## src/rtl/sipo_pkg.sv

```systemverilog
// sipo_pkg: shared collector state encoding and count-width helper for sipo_deserializer
package sipo_pkg;
    typedef enum logic [1:0] {IDLE, SHIFT, PARITY} state_t;
    function automatic int cnt_w(input int w);
        return $clog2(w + 1);
    endfunction
endpackage

```

## src/rtl/sipo_out_buf.sv

```systemverilog
// sipo_out_buf: single-entry valid/ready holding register that drops words arriving while full
module sipo_out_buf #(
    parameter int WIDTH = 16
) (
    input  logic             clk,
    input  logic             resetn,
    input  logic             load,
    input  logic [WIDTH-1:0] load_data,
    input  logic             load_err,
    input  logic             ready,
    output logic [WIDTH-1:0] data,
    output logic             valid,
    output logic             err,
    output logic             overrun
);
    always_ff @(posedge clk) begin
        if (!resetn) begin
            data    <= '0;
            valid   <= 1'b0;
            err     <= 1'b0;
            overrun <= 1'b0;
        end else begin
            overrun <= load && valid && !ready;
            if (load && (!valid || ready)) begin
                data  <= load_data;
                err   <= load_err;
                valid <= 1'b1;
            end else if (valid && ready) begin
                valid <= 1'b0;
            end
        end
    end
endmodule

```

## src/rtl/sipo_deserializer.sv

```systemverilog
// sipo_deserializer: LSB-first serial-to-parallel receiver; define SIPO_PARITY_EN for a trailing even-parity bit
module sipo_deserializer
    import sipo_pkg::*;
#(
    parameter int DATA_WIDTH = 16
) (
    input  logic                  clk,
    input  logic                  resetn,
    input  logic                  din,
    input  logic                  din_start,
    output logic [DATA_WIDTH-1:0] dout,
    output logic                  dout_valid,
    input  logic                  dout_ready,
    output logic                  overrun,
    output logic                  parity_err
);
    localparam int CW = cnt_w(DATA_WIDTH);
    state_t                state, state_n;
    logic [CW-1:0]         cnt, cnt_n;
    logic [DATA_WIDTH-1:0] sr, sr_n;
    logic                  complete, perr;
    always_ff @(posedge clk) begin
        if (!resetn) begin
            state <= IDLE;
            cnt   <= '0;
            sr    <= '0;
        end else begin
            state <= state_n;
            cnt   <= cnt_n;
            sr    <= sr_n;
        end
    end
    // din_start always wins: it restarts the frame from any state, discarding partial bits
    always_comb begin
        state_n  = state;
        cnt_n    = cnt;
        sr_n     = sr;
        complete = 1'b0;
        perr     = 1'b0;
        if (din_start) begin
            state_n = SHIFT;
            cnt_n   = CW'(1);
            sr_n    = DATA_WIDTH'(din);
        end else begin
            case (state)
                SHIFT: begin
                    sr_n  = sr | (DATA_WIDTH'(din) << cnt);
                    cnt_n = cnt + CW'(1);
                    if (cnt == CW'(DATA_WIDTH - 1)) begin
`ifdef SIPO_PARITY_EN
                        state_n = PARITY;
`else
                        state_n  = IDLE;
                        complete = 1'b1;
`endif
                    end
                end
`ifdef SIPO_PARITY_EN
                PARITY: begin
                    state_n  = IDLE;
                    complete = 1'b1;
                    perr     = ^sr ^ din;
                end
`endif
                default: ;
            endcase
        end
    end
    sipo_out_buf #(.WIDTH(DATA_WIDTH)) u_out_buf (
        .clk      (clk),
        .resetn   (resetn),
        .load     (complete),
        .load_data(sr_n),
        .load_err (perr),
        .ready    (dout_ready),
        .data     (dout),
        .valid    (dout_valid),
        .err      (parity_err),
        .overrun  (overrun)
    );
endmodule
```

## config.mk

```make
export PLATFORM = sky130hd
export DESIGN_NAME = sipo_deserializer
export DESIGN_NICKNAME = d
export VERILOG_FILES = /design/src/rtl/sipo_pkg.sv /design/src/rtl/sipo_out_buf.sv /design/src/rtl/sipo_deserializer.sv
export SDC_FILE = /design/constraint.sdc
export NUM_CORES = 1
export LEC_CHECK = 0
export CAP_MARGIN = 0
export CELL_PAD_IN_SITES_DETAIL_PLACEMENT = 1
export CELL_PAD_IN_SITES_GLOBAL_PLACEMENT = 2
export CORE_ASPECT_RATIO = 1.5
export CORE_MARGIN = 5
export CORE_UTILIZATION = 30
export DETAILED_ROUTE_END_ITERATION = 16
export GPL_TIMING_DRIVEN = 1
export PLACE_DENSITY = 0.82
export SYNTH_ARGS = -nofsm -noshare
export SYNTH_HDL_FRONTEND = slang
export SYNTH_SLANG_ARGS = --single-unit
```

## constraint.sdc

```tcl
create_clock -name clk -period 2.3 [get_ports clk]
set_input_delay 0.46 -clock clk [delete_from_list [all_inputs] [get_ports clk]]
set_output_delay 0.46 -clock clk [all_outputs]
set_load 0.02 [all_outputs]
```

* Yosys cells after proc, flatten, opt, wreduce, memory -nomap -nowiden
Index checks and enable logic that the tools add are counted.
Widths: inputs -> output; s select.
** Storage, ports and cells
- Bits in registers :: 40
- Input bits :: 5
- Output and inout port bits :: 19
- Word-level logic and storage cells :: 36
** Operators by class
- Add/sub/neg operators :: 1
- Equal/unequal tests :: 1
- Shift-type cells :: 1
- Muxes and demuxes :: 12
- Bitwise logic cells :: 2
- Reduce and logical (&&, ||, !) cells :: 12
** Operators by type and width (number)
- $mux 16 :: 2
- $or 16x16->16 :: 1
- $shl 1x5->16 :: 1
- $mux 1 :: 10
- $reduce_bool 2->1 :: 3
- $add 5x1->5 const B :: 1
- $eq 5x4->1 const B :: 1
- $logic_and 1x1->1 :: 4
- $logic_not 1->1 :: 2
- $reduce_and 2->1 :: 1
- $reduce_or 2->1 :: 1
- $logic_or 1x1->1 :: 1
- $not 1->1 :: 1

* Longest topological paths before layout
Gate-level depths: netlist (run 1).
- Depth in word-level cells :: 6
- Depth in mapped cells :: 8

* Modules after synthesis
From an unflattened synthesis (run 1), not the netlist that was laid out.
** Second synthesis, totals
- Cells, all modules :: 184
- Area, all modules :: 1682.9 um^2
** Modules (own cells, without submodules)
- sipo_deserializer :: times used 1, cells an instance 104, area an instance 915.9 um^2, sequential area each 440.4 um^2
- sipo_out_buf :: times used 1, cells an instance 80, area an instance 767.0 um^2, sequential area each 380.4 um^2

* Least setup slack after synthesis (run 1)
No wires, ideal clock.
- Path type :: register to register
- Start point :: register cnt[3]
- End point :: register u_out_buf.data[0]
- Arrival :: 1.469 ns
- Required time :: 2.170 ns
- Slack :: 0.701 ns
- Stages on the path, launching flop included :: 8
- Path buffers :: 2
- Clock period less this slack :: 1.599 ns
- Cells stage by stage :: dfxtp_1 -> buf_4 -> and3_1 -> ha_1 -> nand2_1 -> nor3_4 -> buf_6 -> a211oi_1
** On the way
- Longest elaborated chain between the ends :: 5
- Elaborated cells on any way between the ends :: 9
- Classes of those cells :: eq/ne (1); shift (1); mux (5); bitwise (1); reduce/logical (1)
** Ends and longest elaborated chain
- from (decl) :: line sipo_deserializer.sv:19 : logic [CW-1:0] cnt, cnt_n;
- from (signal assigned) :: line sipo_deserializer.sv:29 : cnt <= cnt_n;
- $eq 5x4->1 :: line sipo_deserializer.sv:49 : if (cnt == CW'(DATA_WIDTH - 1)) begin
- $mux 1 :: line sipo_deserializer.sv:49
- $mux 1 :: line sipo_deserializer.sv:45 : case (state)
- $mux 1 :: line sipo_deserializer.sv:40 : if (din_start) begin
- $logic_and 1x1->1 :: line sipo_out_buf.sv:24 : if (load && (!valid || ready)) begin
- to (signal assigned) :: line sipo_out_buf.sv:25 : data <= load_data;
- to (decl) :: line sipo_out_buf.sv:11 : output logic [WIDTH-1:0] data,
Parallel ways exist; a longest one is shown, timed or not.
A chain may end at the register's enable or synchronous reset.

* Worst setup path in the final report (run 1)
- Start point :: register u_out_buf.data[11]
- End point :: output port dout[11]
** RTL lines
- to (decl) :: line sipo_deserializer.sv:11 : output logic [DATA_WIDTH-1:0] dout,
No word-level cell between the ends.

==> results.txt, run 1 <==
- Proportion of register bits with asynchronous set or reset after synthesis: 0%
- Post-CTS repair changed the size of 0 cells.
- Die width: 70.7 microns
- In this run the worst path has a maximum fanout of 3.
* Data required time of the critical path: 1.84 ns
- The endpoint identified for the worst register-to-register timing path is u_out_buf.data[0].
* Worst Setup Slack, final: about 0.56 ns
* Maxcap violations: 0
- Post-route worst hold slack: between 0.4 and 0.5 ns
- Highest-delay cell along the critical path: sky130_fd_sc_hd__clkdlybuf4s50_1
- Synthesis produced a netlist whose cell count is approximately 170.
- Cell Count Post-Placement: 260
- Buf/Inv on CP: 1
- Crit share post-route: 75.7%
- After clock tree synthesis, the flow added hold-fix buffers numbering 0.
* Post-CTS Setup Repair Bufs: 0
* Post-route DRC violation count: 0
- In the final routed layout, each cell accounts on average for 14.2 microns.
* Min-Delay Startpoint: sr[5]
- On the worst path, the slowest cell contributes a delay of 0.61 ns.
* Overall die area: slightly above 7000 sq um
- Once the floorplan was initialized, standard cells occupied 30.7% of the core.
* Core Area: between 5000 and 6000 sq um
- CTS saw 40 sinks.
- Remaining global-route overflow: 0
- The root buffer cell chosen for the clock tree is sky130_fd_sc_hd__clkbuf_8.
- Post-synth top flop: sky130_fd_sc_hd__dfxtp_1
- Syn nets: 180
- First-pass GRT wire length: 6600 microns
* Critical path class: reg -> out
- Path category of the worst min-delay check: reg -> reg
* Compound-Gate Fraction of Synth Area: 24.2%
- Data arrival time of the worst path: 1.28 ns
- RD Place Congestion: 0.702
- Post-synthesis instance area: 1660 sq um
- Counting I/O delays and the setup requirement, the final critical path takes 1.74 ns.
- The synthesized netlist devotes 16.7% of its cell area to simple gates.
- The number of antenna violations at the first check in global routing came to 0.
- Number of global-route vias before repair: around 1400
- Proportion of netlist area held by the largest area contributor: 48.2%
- DRT iter0 DRCs: 30
* Number of max-slew violations in the final report: 0
- Summing the areas of all fa, ha and maj instances in the mapped netlist gives 1.51% of the synthesized area.
- Maximum vdd ir drop: 0.302 mV
- Number of port buffers: 22
- Counting cells, the worst reg-to-reg path comes to 7.
- Summing over every cut layer, the via total after detailed routing is about 1300.
- Yosys synthesis warning count: 0
- Area Overhead vs Synth: 24.6%
* Worst Hold Path Cells: 2
- Power density normalized to cell area: roughly 670 nW/um^2
- The share of the Yosys chip area taken by registers is 48.2%.
* Maximum number of pins on one net before global-route repair: 18
- Register-to-register setup slack: around 0.58 ns
* Crit. End Element: primary output
* RSZ-0062 raised after global routing: no
* Result of the run: completed
- Number of non-filler instances in the completed layout: 268
- Between clock sinks in the finished design, the worst skew comes to 0.0125 ns.
- Timing analysis after detailed placement gives a worst setup slack of 0.447 ns.
* Xor/xnor cell area share of the yosys netlist: 1.58%
- The synthesized design spends more area on one cell type than any other, namely sky130_fd_sc_hd__dfxtp_1.
- The later pin in the worst-skew pair is clocked with a latency of roughly 0.3 ns.
- Leakage dissipation: 0.710 nW
- For the final routed database, the setup TNS stands at 0 ns.
- Combinational family with the most area after synthesis: compound AO/OA/AOI/OAI gates
- Setup violations remaining at the end of the flow were counted as 0.
- Counting along the longest clock path gives a buffer depth of 2.
* HPWL after DPL: 2620 microns
* Cts bufs inserted: 5
- The post-route netlist has 14.6% of its cells at a drive strength greater than 1.
- The pre-antenna-repair detailed-routing pass consisted of 4 iterations.
- H-Tree Level Count: 2
* Type of origin of the critical path: flop
- Top cells by area, synth: sky130_fd_sc_hd__dfxtp_1 48%, sky130_fd_sc_hd__nor2_1 8.4%, sky130_fd_sc_hd__a211oi_2 5.3%
- Post-synthesis cell type count: 34
- Max Fclk: 0.574 GHz
* TritonCTS clock tree: built
* Critical path startpoint: u_out_buf.data[11]
- Post-Syn Area per Cell: 9.60 sq um
- The repair_antennas step left the layout with diodes totalling 0.
- In this run, synthesis produced a sequential element count of 40.
* Top-Level Pins: 24
- The die is roughly 100 microns tall.
- Counting flops with a built-in enable in the synthesized netlist gives 0.
- Across every metal layer, demand over resource in global routing totals 11.5%.
- In the synthesized netlist, mux cells make up less than 1% of the area.
- Hold-critical path endpoint: sr[5]
* Number of nets with antenna violations after detailed routing: 0
- Post-layout net count: 204
- The hold violation total from the final report was 0.
- Clock-pin slew was measured on the worst setup and hold paths at 0.09 ns.
- After floorplanning, the core was divided into 33 placement rows.
- Chain of cells forming the critical path: clkdlybuf4s50_1
- Total wire length: 3790 microns
* Vias per cell: between 4 and 5
- The worst register-to-register path begins at cnt[0].
- Dominant delay contributor by cell family on the critical path: buffers and inverters
==> layout make-up <==
type	count	area (sq um)
clock buffers	6	82.6
multi-input cells	116	743
repair buffers	32	308
flip-flops and latches	40	801
well taps	70	87.6
clock inverters	2	38.8
fillers	635	3340
inverters	2	7.51
==> cell families after synthesis <==
family | Yosys count
adders and majority gates | 2
muxes | 1
AOI/OAI and AO/OA | 53
DFF | 40
and+or+nand+nor | 56
other | 1
xor gates and xnor gates | 3
buffers and inverters | 17
==> how the worst max path moves through the flow <==
stage,endpoint,slack (ns),cells past startpoint
6_report,dout[11],0.56,1
5_1_grt,u_out_buf.data[2],0.38,7
4_1_cts,u_out_buf.data[0],0.54,7
3_5_place_dp,u_out_buf.data[14],0.45,4
3_3_place_gp,u_out_buf.data[14],0.48,4
2_1_floorplan,u_out_buf.data[0],0.70,7
==> synthesized netlist by cell type (all sizes together), types with 3 or more instances <==
cell type	count
dfxtp	40
nor2	37
a211oi	18
o21ai	17
buf	11
a21oi	7
a31oi	6
clkbuf	4
nand2	3
nor2b	3
nor3	3
==> metal layers <==
layer	GRT usage, %	vias to the layer above	part of all wire, %
li1	-	651	-
met1	12.5	645	43
met2	21.4	19	53
met3	2.20	4	2.6
met4	4.78	0	1.7
met5	0	-	0
==> flip-flops by register name (all words and copies together) (netlist names) <==
register / flops
cnt: 5
sr: 16
state: 1
u_out_buf.data: 16
u_out_buf.overrun: 1
u_out_buf.valid: 1
==> stage by stage <==
step | total power, W | cell area, sq um | utilization [%]
after global routing | 0.00143 | 2070 | 38.2
after global placement | 0.000780 | 1950 | 36.0
final | 0.00138 | 2070 | 38.2
after detailed placement | 0.000781 | 1950 | 36.0
after floorplan | 0.000763 | 1660 | -
after CTS | 0.00140 | 2070 | 38.2
==> report_power, final <==
part	leakage [nW]	switching (W)	total, W	internal, W
clock	0.0614	0.000264	0.000620	0.000355
combinational	0.326	0.0000348	0.0000595	0.0000247
sequential	0.323	0.00000724	0.000705	0.000698
==> worst min-delay path, stage by stage, from the launching register on <==
cell and delay, ns:
sky130_fd_sc_hd__dfxtp_1 0.32, sky130_fd_sc_hd__a21oi_1 0.05, sky130_fd_sc_hd__nor2_1 0.07
==> placed cells by master (no fill, tap or decap), types with 2 or more instances in the layout <==
cell type | Yosys | final
sky130_fd_sc_hd__dfxtp_1 | 40 | 40
sky130_fd_sc_hd__nor2_1 | 37 | 37
sky130_fd_sc_hd__clkdlybuf4s50_1 | 0 | 22
sky130_fd_sc_hd__o21ai_0 | 17 | 17
sky130_fd_sc_hd__a211oi_1 | 11 | 11
sky130_fd_sc_hd__buf_4 | 6 | 9
sky130_fd_sc_hd__a21oi_1 | 7 | 7
sky130_fd_sc_hd__a211oi_2 | 7 | 7
sky130_fd_sc_hd__clkbuf_8 | 0 | 6
sky130_fd_sc_hd__a31oi_1 | 5 | 5
sky130_fd_sc_hd__nand2_1 | 3 | 3
sky130_fd_sc_hd__nor2b_1 | 3 | 3
sky130_fd_sc_hd__inv_1 | 2 | 2
sky130_fd_sc_hd__nor3b_1 | 2 | 2
sky130_fd_sc_hd__and3b_1 | 2 | 2
sky130_fd_sc_hd__nor3_1 | 2 | 2
sky130_fd_sc_hd__xor2_1 | 2 | 2
sky130_fd_sc_hd__a21boi_0 | 2 | 2
sky130_fd_sc_hd__ha_1 | 2 | 2
Power figures use the tool's default switching activity.
==> inputs of run 2 (changes only) <==
==> constraint.sdc (replaced) <==
create_clock -name clk -period 1.7 [get_ports clk]
set_input_delay 0.34 -clock clk [delete_from_list [all_inputs] [get_ports clk]]
set_output_delay 0.34 -clock clk [all_outputs]
set_load 0.02 [all_outputs]
==> results.txt, run 2 (synthesis gave the netlist of run 1 again) <==
- RD Place Congestion: 0.760 (+8.3%)
- The count of buffers from port buffering came to 22 (unchanged).
* Initial antenna violation count: 0 (unchanged)
* Wire per inst: 15.3 microns (+7.8%)
- The library cell used most frequently in the layout, excluding fill and tap cells, is sky130_fd_sc_hd__dfxtp_1.
- TritonCTS clock tree: built
- Clock slew at reported path FFs: 0.08 ns (about the same)
- Chain of cells forming the critical path: ha_4, and3_4, ha_4, nand2_2, nor3_4, clkbuf_16, a211oi_1
- Chip height: 101 microns (unchanged)
- The worst reg-to-reg setup slack was 0.05 ns (-0.53 ns).
- Path category of the worst min-delay check: reg -> reg
- Number of global-route vias before repair: 1476 (+7.0%)
* Share of layout cells above drive strength 1: 20.3% (+5.7 points)
- Compared with the post-synthesis result, the final layout area differs by 33.7%.
- The worst path needs 1.65 ns of the cycle, external delays included.
- Maxcap violations: 0 (unchanged)
- Post-cts hold buffer count: 0 (unchanged)
* Type of origin of the critical path: flop
- The cell internal power dissipation was 0.00147 W (+37%).
- The via count of the routed design is 1334 (+1.1%).
- The area enclosed by the die boundary came to 7150 sq um (unchanged).
- The overall routed net length is 4150 microns (+9.4%).
- First-pass GRT wire length: 6870 microns (+4.2%)
- Number of max-slew violations in the final report: 0 (unchanged)
- The post-cts repair resize count was 0 (unchanged).
- Number of nets with antenna violations after detailed routing: 0 (unchanged)
* Crit. End Element: flop
- The switching power summed over all nets is 0.000407 W (+33%).
* Maximum number of pins on one net before global-route repair: 19 (+1)
* Result of the run: completed
- The total CTS buffers came to 5 (unchanged).
- Total design power: 0.00188 W (+36%)
- The leakage power summed over all cells is 0.756 nW (+6.5%).
- DRT iter0 DRCs: 32 (+6.7%)
* Number of clock sinks: 40 (unchanged)
- Data required time of the critical path: 1.89 ns (+0.05 ns)
- The number of rows created at floorplan is 33 (unchanged).
- The largest fanout of any net on the critical path was 8 (+5).
- Final setup violation count: 0 (unchanged)
- Cells on worst reg2reg path: 7 (unchanged)
- The effective utilization at floorplan came to 30.7% (unchanged).
- The power per standard cell area was 847 nW/um^2 (+27%).
* Largest clock skew in the final design: 0.00813 ns (-0.00435 ns)
- Static timing analysis puts the maximum clock frequency at 0.607 GHz.
- Data arrival time of the worst path: 1.83 ns (+0.55 ns)
- Post-layout net count: 208 (+2.0%)
- Part of the total power dissipated in combinational logic: 5.5% (+1.2 points)
* Number of buffers on the longest clock path: 2 (unchanged)
- Pre-Repair DR Iteration Count: 4 (unchanged)
- Highest-delay cell along the critical path: sky130_fd_sc_hd__dfxtp_2
- Largest registers: sr x16, u_out_buf.data x16, cnt x5
- Register share of total power: 50.7% (-0.2 points)
* Critical path startpoint: cnt[0]
* Critical path's largest stage delay: 0.36 ns (-0.25 ns)
- Critical R2R Capture: u_out_buf.data[12]
- Buf/Inv on CP: 1 (unchanged)
* Crit path to: u_out_buf.data[12]
- The clock network fraction of design power came to 43.8% (-1.0 points).
- Top library cells by usage in the layout, fill and taps aside: 38 x sky130_fd_sc_hd__dfxtp_1, 37 x sky130_fd_sc_hd__nor2_1, 22 x sky130_fd_sc_hd__clkdlybuf4s50_1, 17 x sky130_fd_sc_hd__o21ai_0, 10 x sky130_fd_sc_hd__a211oi_1
* H-Tree Level Count: 2 (unchanged)
- The total inserted antenna cells came to 0 (unchanged).
- The remaining design rule violation count was 0 (unchanged).
* Switching portion of total power: 21.6% (-0.50 points)
- The worst register-to-register path begins at cnt[0].
* Dominant delay contributor by cell family on the critical path: simple AND/OR/NAND/NOR gates
- Dominant cell type by count on the critical path: sky130_fd_sc_hd__ha_4
- Post-CTS Setup Repair Bufs: 0 (unchanged)
- The floorplan die width came to 70.7 microns (unchanged).
- The hold violation total from the final report came to 0 (unchanged).
- The root buffer cell chosen for the clock tree is sky130_fd_sc_hd__clkbuf_8.
- The total negative slack for setup checks was 0 ns (unchanged).
- The cell count along the critical path came to 7 (+6).
* Global router's overall resource usage: 12.0% (+0.55 points)
- Maximum vdd ir drop: 0.489 mV (+62%)
- The per-cell via count in the routed design was 4.90 (-0.35%).
- The detailed placement HPWL came to 2770 microns (+5.5%).
* Remaining global-route overflow: 0 (unchanged)
- Post-route worst hold slack: 0.470 ns (+0.00286 ns)
- Core Area: 5410 sq um (unchanged)
- Critical path class: reg -> reg
- The worst-skew pair later-pin latency came to 0.30 ns (about the same).
- Share of the core filled with cells: 41.0% (+2.8 points)
- Dividing the final minimum period by the clock period gives between 90% and 100%.
* Top-Level Pins: 24 (unchanged)
[run 2: cell count changes in the layout (fill, tap and decap cells not counted), moves of 2 or more]
cell	before	now
sky130_fd_sc_hd__dfxtp_2	0	2
sky130_fd_sc_hd__dfxtp_1	40	38
sky130_fd_sc_hd__ha_1	2	0
sky130_fd_sc_hd__buf_12	1	6
sky130_fd_sc_hd__buf_4	9	7
sky130_fd_sc_hd__ha_4	0	2
[run 2: worst min-delay path: stages, from the launching register on]
cell,delay [ns]
sky130_fd_sc_hd__dfxtp_1,0.32
sky130_fd_sc_hd__a31oi_1,0.05
sky130_fd_sc_hd__nor2_1,0.07
[run 2: worst min path at each step]
stage          startpoint      to  slack [ns]  cells past startpoint
3_5_place_dp       sr[10]  sr[10]        0.46                      2
5_1_grt            sr[14]  sr[14]        0.50                      2
2_1_floorplan      sr[10]  sr[10]        0.42                      2
3_3_place_gp        sr[5]   sr[5]        0.44                      2
4_1_cts            sr[10]  sr[10]        0.48                      2
6_report           sr[10]  sr[10]        0.47                      2
[run 2: per-layer routing]
layer / vias to the layer above / GRT usage [%] / share of wire, %
met4: 0 / 4.78 / 1.8
met3: 7 / 3.09 / 3.6
met5: - / 0 / 0
li1: 657 / - / -
met1: 649 / 12.7 / 41
met2: 21 / 22.4 / 54
[run 2: layout make-up]
cell class	count	area [sq um]
tap	70	87.6
timing repair buffer	36	418
multi-input combinational	116	782
sequential	40	803
fill	603	3190
clock buffer	6	82.6
clock inverter	2	38.8
inverter	2	7.51
[run 2: power groups by stage]
stage / logic (W) / registers [W] / clock network [W]
finish: 0.000104 / 0.000953 / 0.000823
global route: 0.000115 / 0.000955 / 0.000878
CTS: 0.000104 / 0.000951 / 0.000848
detailed placement: 0.000103 / 0.000973 / 0
global placement: 0.0000999 / 0.000973 / 0
floorplan: 0.0000621 / 0.000971 / 0
[run 2: through the flow]
step	cell area [sq um]	worst slack [ns]	instances
6_report	2220	0.0531	272
5_1_grt	2220	-0.00898	272
4_1_cts	2150	0.0352	271
3_5_place_dp	2030	-0.0551	263
3_3_place_gp	2030	-0.00609	263
2_1_floorplan	1660	0.101	173
==> inputs of run 3 (changes only) <==
--- a/config.mk
+++ b/config.mk
@@ -14,6 +14,7 @@
 export DETAILED_ROUTE_END_ITERATION = 16
 export GPL_TIMING_DRIVEN = 1
 export PLACE_DENSITY = 0.82
+export SKIP_LAST_GASP = 1
 export SYNTH_ARGS = -nofsm -noshare
 export SYNTH_HDL_FRONTEND = slang
 export SYNTH_SLANG_ARGS = --single-unit
==> constraint.sdc (replaced) <==
create_clock -name clk -period 1.54 [get_ports clk]
set_input_delay 0.308 -clock clk [delete_from_list [all_inputs] [get_ports clk]]
set_output_delay 0.308 -clock clk [all_outputs]
set_load 0.02 [all_outputs]
==> results.txt, run 3 (synthesis gave the netlist of run 1 again) <==
- First-pass GRT wire length: 6820 microns (-0.80%)
* Maxcap violations: 0 (unchanged)
* Share of the core filled with cells: 40.9% (-0.14 points)
- Post-route worst hold slack: 0.461 ns (-0.00909 ns)
* Chain of cells forming the critical path: ha_4, and3_4, ha_4, nand2_2, nor3_4, buf_12, a211oi_1
* Die width: 70.7 microns (unchanged)
- On the critical path the largest part of the delay comes from simple AND/OR/NAND/NOR gates.
- The path depth of the worst reg2reg path was 7 (unchanged).
- The root buffer cell chosen for the clock tree is sky130_fd_sc_hd__clkbuf_8.
- Maximum net fanout on the critical path: 16 (+8)
* Final hold violation count: 0 (unchanged)
* RD Place Congestion: 0.745 (-2.1%)
- # fillers: 618 (+2.5%)
* Result of the run: completed
- Core Area: 5410 sq um (unchanged)
- The largest net degree at the start of global routing was 18 (-1).
- In this run the worst setup path begins at cnt[1].
- Pre-Repair DR Iteration Count: 4 (unchanged)
- The number of rows created at floorplan was 33 (unchanged).
- Post-CTS Setup Repair Bufs: 0 (unchanged)
* Register-to-register setup slack: 0.03 ns (-0.02 ns)
- The data arrival time of the worst path is 1.69 ns (-0.14 ns).
* Maximum vdd ir drop: 0.404 mV (-17%)
- Top library cells by usage in the layout, fill and taps aside: 37 x sky130_fd_sc_hd__nor2_1, 37 x sky130_fd_sc_hd__dfxtp_1, 17 x sky130_fd_sc_hd__o21ai_0, 17 x sky130_fd_sc_hd__dlygate4sd2_1
- The remaining design rule violation count came to 0 (unchanged).
- Total wire length: 3910 microns (-5.7%)
- Global routing usage on met3: 2.10% (-1.0 points)
- DRT iter0 DRCs: 50 (+56%)
- Largest registers: sr x16, u_out_buf.data x16, cnt x5
- The CTS clock-pin slew for the worst setup and hold paths was 0.08 ns (about the same).
- Remaining global-route overflow: 0 (unchanged)
- The number of sinks handled by clock tree synthesis was 40 (unchanged).
* Wire per inst: 14.2 microns (-7.1%)
* Max Fclk: 0.664 GHz (+9.4%)
- The die boundary height is 101 microns (unchanged).
* Global routing met1 resource utilization: 13.5% (+0.78 points)
- The total inserted antenna cells was 0 (unchanged).
- Number of port buffers: 22 (unchanged)
- Overall die area: 7150 sq um (unchanged)
* Top-Level Pins: 24 (unchanged)
- Final setup violation count: 0 (unchanged)
- The area growth from synthesis to layout is 33.2%.
* Type of origin of the critical path: flop
* Highest-delay cell along the critical path: sky130_fd_sc_hd__dfxtp_2
- The number of nets in the final layout came to 212 (+1.9%).
* Crit. path cell count: 7 (unchanged)
- The via count of the routed design was 1356 (+1.6%).
- The number of antenna violations at the first check in global routing was 0 (unchanged).
* Global router's overall resource usage: 12.0% (about the same)
- Dominant cell type by count on the critical path: sky130_fd_sc_hd__ha_4
- TritonCTS built the clock tree.
* Number of global-route vias before repair: 1423 (-3.6%)
* RSZ-0062 raised after global routing: yes
* Critical R2R Launch: cnt[1]
- Post-cts hold buffer count: 0 (unchanged)
- Critical path class: reg -> reg
- The total negative slack for setup checks came to 0 ns (unchanged).
- The proportion of power drawn by combinational gates came to 6.0% (+0.5 points).
- Fin crit period: 1.51 ns (-0.141 ns)
- The total buffers and inverters traversed by the critical path was 1 (unchanged).
- The switching power summed over all nets was 0.000447 W (+9.7%).
* Crit share post-route: 97.8% (+0.90 points)
* Fraction of met2 tracks used by global routing: 21.8% (-0.64 points)
- Register share of total power: 50.4% (-0.3 points)
- Most used routing layer: met2
- Path category of the worst min-delay check: reg -> reg
* Critical R2R Capture: u_out_buf.data[12]
- Largest clock skew in the final design: 0.00686 ns (-0.00127 ns)
- The power per standard cell area came to 940 nW/um^2 (+11%).
* Number of max-slew violations in the final report: 0 (unchanged)
- The CTS H-tree depth is 2 (unchanged).
* Vias per cell: 4.91 (+0.18%)
* HPWL after DPL: 2810 microns (+1.5%)
- Crit. End Element: flop
- The effective utilization at floorplan came to 30.7% (unchanged).
* Critical path's largest stage delay: 0.36 ns (about the same)
- Data required time of the critical path: 1.72 ns (-0.17 ns)
* Switching portion of total power: 21.5% (-0.16 points)
* Share of power burned in the clock network: 43.6% (-0.2 points)
- Internal cell power: 0.00163 W (+11%)
- Number of nets with antenna violations after detailed routing: 0 (unchanged)
- Crit path to: u_out_buf.data[12]
- The leakage power summed over all cells is 0.873 nW (+15%).
* Cts bufs inserted: 5 (unchanged)
* Clk Latency, worst-skew pair: 0.29 ns (about the same)
- Share of layout cells above drive strength 1: 21.4% (+1.1 points)
* Number of buffers on the longest clock path: 2 (unchanged)
run 3: cell types whose count changed in the layout (fill, tap and decap cells not counted), sizes merged:
cell and delta:
clkbuf -1, dlygate4sd2 +17, dlymetal6s2s +1, clkdlybuf4s50 -18, buf +5
run 3: area by class of cell:
cell class,instances,area [sq um],area share [%]
multi-input cells,116,776,35.1
clock buffers,6,82.6,3.73
inverters,2,7.51,0.339
flip-flops and latches,40,805,36.4
repair buffers,40,415,18.8
clock inverters,2,38.8,1.75
well taps,70,87.6,3.96
run 3: how the worst min path moves through the flow:
stage / slack [ns] / startpoint / endpoint / depth (start not counted)
floorplan: 0.42 / sr[10] / sr[10] / 2
global placement: 0.44 / sr[7] / sr[7] / 2
detailed placement: 0.44 / sr[7] / sr[7] / 2
CTS: 0.47 / sr[8] / sr[8] / 2
global route: 0.49 / sr[5] / sr[5] / 2
finish: 0.46 / sr[7] / sr[7] / 2
run 3: metrics by stage:
step,power [W],instance area (sq um),cells,setup slack (ns)
after floorplan,0.00114,1700,173,0.0107
after global placement,0.00120,2110,268,-0.134
after detailed placement,0.00120,2110,268,-0.178
after CTS,0.00211,2210,276,0.00729
after global routing,0.00217,2210,276,-0.0507
final,0.00208,2210,276,0.0343
run 3: worst register-to-register path: stages (launching register included):
cell and delay, ns:
sky130_fd_sc_hd__dfxtp_2 0.36, sky130_fd_sc_hd__ha_4 0.13, sky130_fd_sc_hd__and3_4 0.20, sky130_fd_sc_hd__ha_4 0.15, sky130_fd_sc_hd__nand2_2 0.07, sky130_fd_sc_hd__nor3_4 0.22
sky130_fd_sc_hd__buf_12 0.18, sky130_fd_sc_hd__a211oi_1 0.09
run 3: per-layer routing:
layer | share of wire (%) | vias up
met5 | 0 | -
met4 | 1.6 | 0
met3 | 2.5 | 6
met2 | 53 | 18
met1 | 43 | 665
li1 | - | 667
run 3: power groups by stage:
stage | registers (W) | logic (W) | clock network (W)
6_report | 0.00105 | 0.000125 | 0.000906
5_1_grt | 0.00105 | 0.000138 | 0.000979
4_1_cts | 0.00105 | 0.000127 | 0.000932
3_5_place_dp | 0.00107 | 0.000126 | 0
3_3_place_gp | 0.00107 | 0.000123 | 0
2_1_floorplan | 0.00107 | 0.0000704 | 0
run 3: timing repair:
item / in CTS / in global routing
gates resized for setup: 17 / 2
endpoints found under the setup margin: 17 / 17
pin swaps: 0 / 0
